<file path="src/rtl/cam_wr_pack.sv">
// cam_wr_pack: DVP byte stream -> RGB565 pixels -> 128-bit write-FIFO words,
// plus the frame-start wr_load pulse, frame counter and sticky overflow flag.
// Optional build macro CAM_FRAME_DROP_EN: discard the first FRAME_DROP frames
// after reset; without it the first vsync rise after reset starts capture.
module cam_wr_pack #(
    parameter int FRAME_DROP  = 10,
    parameter int WR_LOAD_LEN = 4
) (
    input  logic         cam_pclk,
    input  logic         rst_n,
    input  logic         cam_vsync,
    input  logic         cam_href,
    input  logic [7:0]   cam_data,
    input  logic         wfifo_full,
    output logic         wfifo_wr_en,
    output logic [127:0] wfifo_din,
    output logic         wr_load,
    output logic         wr_overflow,
    output logic [15:0]  frame_cnt
);

    localparam logic [3:0] LOAD_N = 4'(WR_LOAD_LEN);

`ifdef CAM_FRAME_DROP_EN
    localparam logic [7:0] DROP_N = 8'(FRAME_DROP);
    typedef enum logic {ST_DROP = 1'b0, ST_CAPTURE = 1'b1} state_e;
    localparam state_e ST_RESET = ST_DROP;
    logic [7:0]   drop_cnt_q, drop_cnt_d;
`else
    typedef enum logic {ST_WAIT = 1'b0, ST_CAPTURE = 1'b1} state_e;
    localparam state_e ST_RESET = ST_WAIT;
    logic         unused_frame_drop;
    assign unused_frame_drop = ^FRAME_DROP;
`endif

    logic         vs_d0_q, vs_d1_q, hr_d0_q;
    logic [7:0]   dat_d0_q;
    state_e       state_q, state_d;
    logic         phase_q, phase_d;
    logic [7:0]   hi_q, hi_d;
    logic [2:0]   pix_idx_q, pix_idx_d;
    logic [111:0] word_q, word_d;     // pixels 0..6; pixel 7 goes straight out
    logic         wr_en_q, wr_en_d;
    logic [127:0] din_q, din_d;
    logic [3:0]   load_cnt_q, load_cnt_d;
    logic         ovf_q, ovf_d;
    logic [15:0]  frame_cnt_q, frame_cnt_d;
    logic         vs_rise, frame_start, byte_ok;
    logic [15:0]  pixel;

    assign vs_rise = vs_d0_q & ~vs_d1_q;
    assign byte_ok = (state_q == ST_CAPTURE) & ~vs_d0_q & hr_d0_q;
    assign pixel   = {hi_q, dat_d0_q};

    // Frame-start detection and capture-state sequencing
    always_comb begin
        state_d     = state_q;
        frame_start = 1'b0;
`ifdef CAM_FRAME_DROP_EN
        drop_cnt_d  = drop_cnt_q;
`endif
        if (vs_rise) begin
            if (state_q == ST_CAPTURE) begin
                frame_start = 1'b1;
            end else begin
`ifdef CAM_FRAME_DROP_EN
                drop_cnt_d = drop_cnt_q + 8'd1;
                if (drop_cnt_q == DROP_N) begin
                    state_d     = ST_CAPTURE;
                    frame_start = 1'b1;
                end
`else
                state_d     = ST_CAPTURE;
                frame_start = 1'b1;
`endif
            end
        end
    end

    // Byte pairing, pixel packing, word output and frame bookkeeping
    always_comb begin
        phase_d     = 1'b0;
        hi_d        = hi_q;
        pix_idx_d   = pix_idx_q;
        word_d      = word_q;
        wr_en_d     = 1'b0;
        din_d       = din_q;
        ovf_d       = ovf_q;
        frame_cnt_d = frame_cnt_q;
        load_cnt_d  = (load_cnt_q != 4'd0) ? load_cnt_q - 4'd1 : 4'd0;
        if (frame_start) begin
            // A stale partial word is discarded simply by restarting at slot 0.
            load_cnt_d  = LOAD_N;
            frame_cnt_d = frame_cnt_q + 16'd1;
            ovf_d       = 1'b0;
            pix_idx_d   = 3'd0;
        end else if (byte_ok) begin
            phase_d = ~phase_q;
            if (!phase_q) begin
                hi_d = dat_d0_q;
            end else begin
                pix_idx_d = pix_idx_q + 3'd1;
                if (pix_idx_q == 3'd7) begin
                    if (wfifo_full) begin
                        ovf_d = 1'b1;
                    end else begin
                        wr_en_d = 1'b1;
                        din_d   = {pixel, word_q};
                    end
                end else begin
                    for (int i = 0; i < 7; i++) begin
                        if (pix_idx_q == 3'(i)) word_d[16*i +: 16] = pixel;
                    end
                end
            end
        end
    end

    // Control state; vsync history resets high so a vsync already high at
    // reset release is not mistaken for a frame start
    always_ff @(posedge cam_pclk or negedge rst_n) begin
        if (!rst_n) begin
            vs_d0_q     <= 1'b1;
            vs_d1_q     <= 1'b1;
            hr_d0_q     <= 1'b0;
            state_q     <= ST_RESET;
            phase_q     <= 1'b0;
            pix_idx_q   <= 3'd0;
            wr_en_q     <= 1'b0;
            din_q       <= '0;
            load_cnt_q  <= 4'd0;
            ovf_q       <= 1'b0;
            frame_cnt_q <= 16'd0;
`ifdef CAM_FRAME_DROP_EN
            drop_cnt_q  <= 8'd0;
`endif
        end else begin
            vs_d0_q     <= cam_vsync;
            vs_d1_q     <= vs_d0_q;
            hr_d0_q     <= cam_href;
            state_q     <= state_d;
            phase_q     <= phase_d;
            pix_idx_q   <= pix_idx_d;
            wr_en_q     <= wr_en_d;
            din_q       <= din_d;
            load_cnt_q  <= load_cnt_d;
            ovf_q       <= ovf_d;
            frame_cnt_q <= frame_cnt_d;
`ifdef CAM_FRAME_DROP_EN
            drop_cnt_q  <= drop_cnt_d;
`endif
        end
    end

    // Data-only registers: input byte, pending high byte, partial word
    always_ff @(posedge cam_pclk) begin
        dat_d0_q <= cam_data;
        hi_q     <= hi_d;
        word_q   <= word_d;
    end

    assign wfifo_wr_en = wr_en_q;
    assign wfifo_din   = din_q;
    assign wr_load     = (load_cnt_q != 4'd0);
    assign wr_overflow = ovf_q;
    assign frame_cnt   = frame_cnt_q;

endmodule

</file>
<file path="config.mk">
export PLATFORM = sky130hd
export DESIGN_NAME = cam_wr_pack
export DESIGN_NICKNAME = d
export VERILOG_FILES = /design/src/rtl/cam_wr_pack.sv
export SDC_FILE = /design/constraint.sdc
export NUM_CORES = 1
export LEC_CHECK = 0
export BUFFER_PORTS_ARGS = -buffer_cell sky130_fd_sc_hd__buf_2
export CORE_UTILIZATION = 50
export CTS_BUF_LIST = sky130_fd_sc_hd__clkbuf_2 sky130_fd_sc_hd__clkbuf_4 sky130_fd_sc_hd__clkbuf_8
export DETAILED_ROUTE_END_ITERATION = 7
export PLACE_DENSITY = 0.72
export SETUP_SLACK_MARGIN = 0.05
export SLEW_MARGIN = 15
export SYNTH_ARGS = -nofsm -noshare
export SYNTH_HDL_FRONTEND = slang
export SYNTH_SLANG_ARGS = --single-unit
</file>
<file path="constraint.sdc">
create_clock -name cam_pclk -period 6 [get_ports cam_pclk]
set_clock_uncertainty 0.05 [all_clocks]
set_input_delay 1.2 -clock cam_pclk [delete_from_list [all_inputs] [get_ports cam_pclk]]
set_output_delay 1.2 -clock cam_pclk [all_outputs]
set_load 0.1 [all_outputs]
</file>
==> out/results.txt <==
later-pin clock latency in the skew report: 0.53 ns
fraction of post-synthesis cell area in the top cell type by area: 37.4%
total instance count after detailed placement: 945
top cells by count, synth: dfrtp_1 (156), edfxtp_1 (120), mux2_4 (100), mux2_2 (28), nor2_1 (14)
unrepaired setup endpoints after global routing: false
IO Port Bufs: 159
peak fanout along the critical path: 3
data required time at the worst endpoint: 4.75 ns
type of element capturing the critical path: output port
final std cells w/o fill: 1030
top flip-flop cell by instance count after synthesis: dfrtp_1
fraction of registers with async set or reset after synthesis: 55.2%
capturing point of the worst reg2reg path: wfifo_din[88]$_DFFE_PN0P_
number of top-level design ports: 160
main area contributors after synthesis: dfrtp_1 (37%), edfxtp_1 (35%), mux2_4 (14%), mux2_2 (3.0%), buf_12 (2.1%)
overall fraction of global-route tracks in use: 19.8%
DR WL met2: 10.1 mm
cell chosen for the clock root: clkbuf_8
largest net degree at the start of global routing: 110
run status: completed
worst setup slack after layout: 2.83 ns
average cell area after synthesis: 19.8 um^2
routed vias: 5137
cell count after synthesis: 528
count of unique library cells instantiated by Yosys: 38
placement row count: 52
Slew headroom: 32.3%
Post-synth EDFFs: 120
Final Critical Period: 3.17 ns
Power Dens Cells: 329 nW/um^2
clock tree from TritonCTS: done
Final Wtd Congestion: 0.739
leakage component of the power: 5.80 nW
Max Freq: 315 MHz
Period Utilization, post-route: 52.9%
vias per inst: 4.99
startpoint of the worst hold path: vs_d0_q$_DFF_PN1_
Layout Nets: 745
number of failing setup endpoints in the final timing report: 0
Critical Setup Path Class: register to output port
clk sinks: 286
Setup crit start kind: register
R2R setup slack: 3.13 ns
net count after synthesis: 550
post-detailed-route wirelength per cell: 20.1 um
top-count cell post-synth: dfrtp_1
Num CTS Buffers: 46
# diodes: 0
number of inserted filler cells in the final layout: 1523
die area: 21500 um^2
hold-fix buffers at CTS: 0
R2R Path Start: pix_idx_q[0]$_DFFE_PN0P_
IR Drop Worst-Case VDD: 0.399 mV
CTS clock-pin slew for the worst setup and hold paths: 0.05 ns
cell depth of the worst flop-to-flop path: 6
Starting DRT DRC Count: 224
initial core utilization: 51.3%
capture endpoint of the worst hold path: vs_d1_q$_DFF_PN1_
number of antenna violations at the first check in global routing: 0
share of final-layout standard cells stronger than drive strength 1: 50.0%
Arr. time, crit path: 1.92 ns
setup fix buffers added after clock tree synthesis: 0
Routed met3 length: 1.15 mm
worst-margin pin slew: 1.01 ns
Mapped Area: 10400 um^2
Tightest Hold Check Type: register to register
number of remaining DRC errors: 0
remaining number of nets flagged by the antenna check after routing: 0
synthesis-stage register bit count: 286
iteration count of the initial detailed-routing pass: 4
die span in x: 147 um
post_cts resized: 0
number of maximum-capacitance violations: 0
fin. max-slew vios: 0
Area growth, synth to finish: 17.5%
M1 WL: 9.06 mm
estimated wirelength of the detail-placed design: 13.0 mm
total gr overflow: 0
worst hold path stage count: 0
number of warnings issued by yosys: 0
first-pass GRT wire length: 31.7 mm
post-synthesis cell type with the largest combined area: dfrtp_1
worst slack at placement: 2.61 ns
multi-input gate area in the final layout: 2430 um^2
setup TNS: 0 ns
depth of the CTS H-tree: 2
drt total wl: 20.7 mm
highest metal layer with signal wires: met4
Die Span Y: 147 um
flip-flop and latch area: 7720 um^2
Final Hold Vio Count: 0
Core Footprint: 20400 um^2
via count of the first global-routing pass: 5381
Max Buffers Root-to-Sink: 3
proportion of synthesized chip area in sequential cells: 73.9%
-- area by class of cell --
cell class | instances | share of cell area, %
clock buffer | 72 | 6.95
clock inverter | 13 | 0.510
inverter | 8 | 0.245
multi-input combinational | 218 | 19.8
sequential | 286 | 62.9
tap | 270 | 2.75
timing repair buffer | 163 | 6.78
-- critical path, cell delays in order, from the launching register on --
cell	delay, ns
dfrtp_1	0.39
inv_1	0.06
ha_1	0.19
inv_1	0.06
or3_1	0.39
buf_2	0.31
-- metal layers --
metal / track usage, % / up-vias
li1: - / 2303
met1: 26.6 / 2640
met2: 31.9 / 164
met3: 4.75 / 30
met4: 6.46 / 0
met5: 0 / -
-- through the flow --
step,hold WS (ns),instance area (um^2),util [%],power [mW]
6_report,0.348,12300,60.2,4.04
5_1_grt,0.362,12300,60.2,4.19
4_1_cts,0.357,12300,60.2,4.09
3_5_place_dp,0.351,11400,55.8,2.46
3_3_place_gp,0.340,11400,55.8,2.44
2_1_floorplan,0.332,10400,-,2.37
-- registers in the layout (all words and copies together) (netlist names), 3 cells and up --
name	flops
wfifo_din	128
load_cnt_q	4
pix_idx_q	3
dat_d0_q	8
frame_cnt	16
hi_q	8
word_q	112
-- placed cells by master (no fill, tap or decap), types with 2 or more instances in the layout --
cell      Yosys  layout
a21oi_1       3       3
clkbuf_4      0      22
dfstp_2       2       2
nor3_1        2       2
clkbuf_8      0      50
mux2_4      100     100
dfxtp_1       8       8
mux2_2       28      28
nand3_1       3       3
clkinv_2      0       8
nand2_1      13      13
and3_1        5       5
buf_4         1       4
inv_1         8       8
clkinv_1      0       4
ha_1          9       9
dfrtp_1     156     156
edfxtp_1    120     120
xor2_1        5       5
nand4_1       4       4
or3_1         2       2
and2_1        4       4
buf_2         0     158
nor2_1       14      14
xnor2_1      11      11
-- where the power goes --
part           total (mW)  internal, mW  leakage, nW  switching [mW]
sequential           2.14          2.08         3.33          0.0596
clock                1.62         0.905        0.498           0.715
combinational       0.279        0.0542         1.97           0.224
-- cells by family (layout without fill, tap and decap cells) --
| group | after synthesis | after routing | synth area share (%) |
|---|---|---|---|
| simple gates | 60 | 60 | 3.21 |
| xor+xnor | 16 | 16 | 1.34 |
| fa+ha+maj | 9 | 9 | 1.08 |
| buf+inv | 24 | 256 | 2.76 |
| flops | 286 | 286 | 73.9 |
| compound gates | 5 | 5 | 0.276 |
| mux | 128 | 128 | 17.4 |
-- worst max-delay path by stage --
stage | from | endpoint | slack [ns] | cells after the start
CTS | load_cnt_q[0]$_DFF_PN0_ | wr_load | 2.79 | 5
global placement | wfifo_full | wfifo_din[26]$_DFFE_PN0P_ | 2.68 | 5
detailed placement | wfifo_full | wfifo_din[88]$_DFFE_PN0P_ | 2.61 | 5
finish | load_cnt_q[0]$_DFF_PN0_ | wr_load | 2.83 | 5
global route | load_cnt_q[0]$_DFF_PN0_ | wr_load | 2.71 | 5
floorplan | load_cnt_q[0]$_DFF_PN0_ | wr_load | 3.35 | 4
Note: power is estimated with default switching activity, not from simulation.
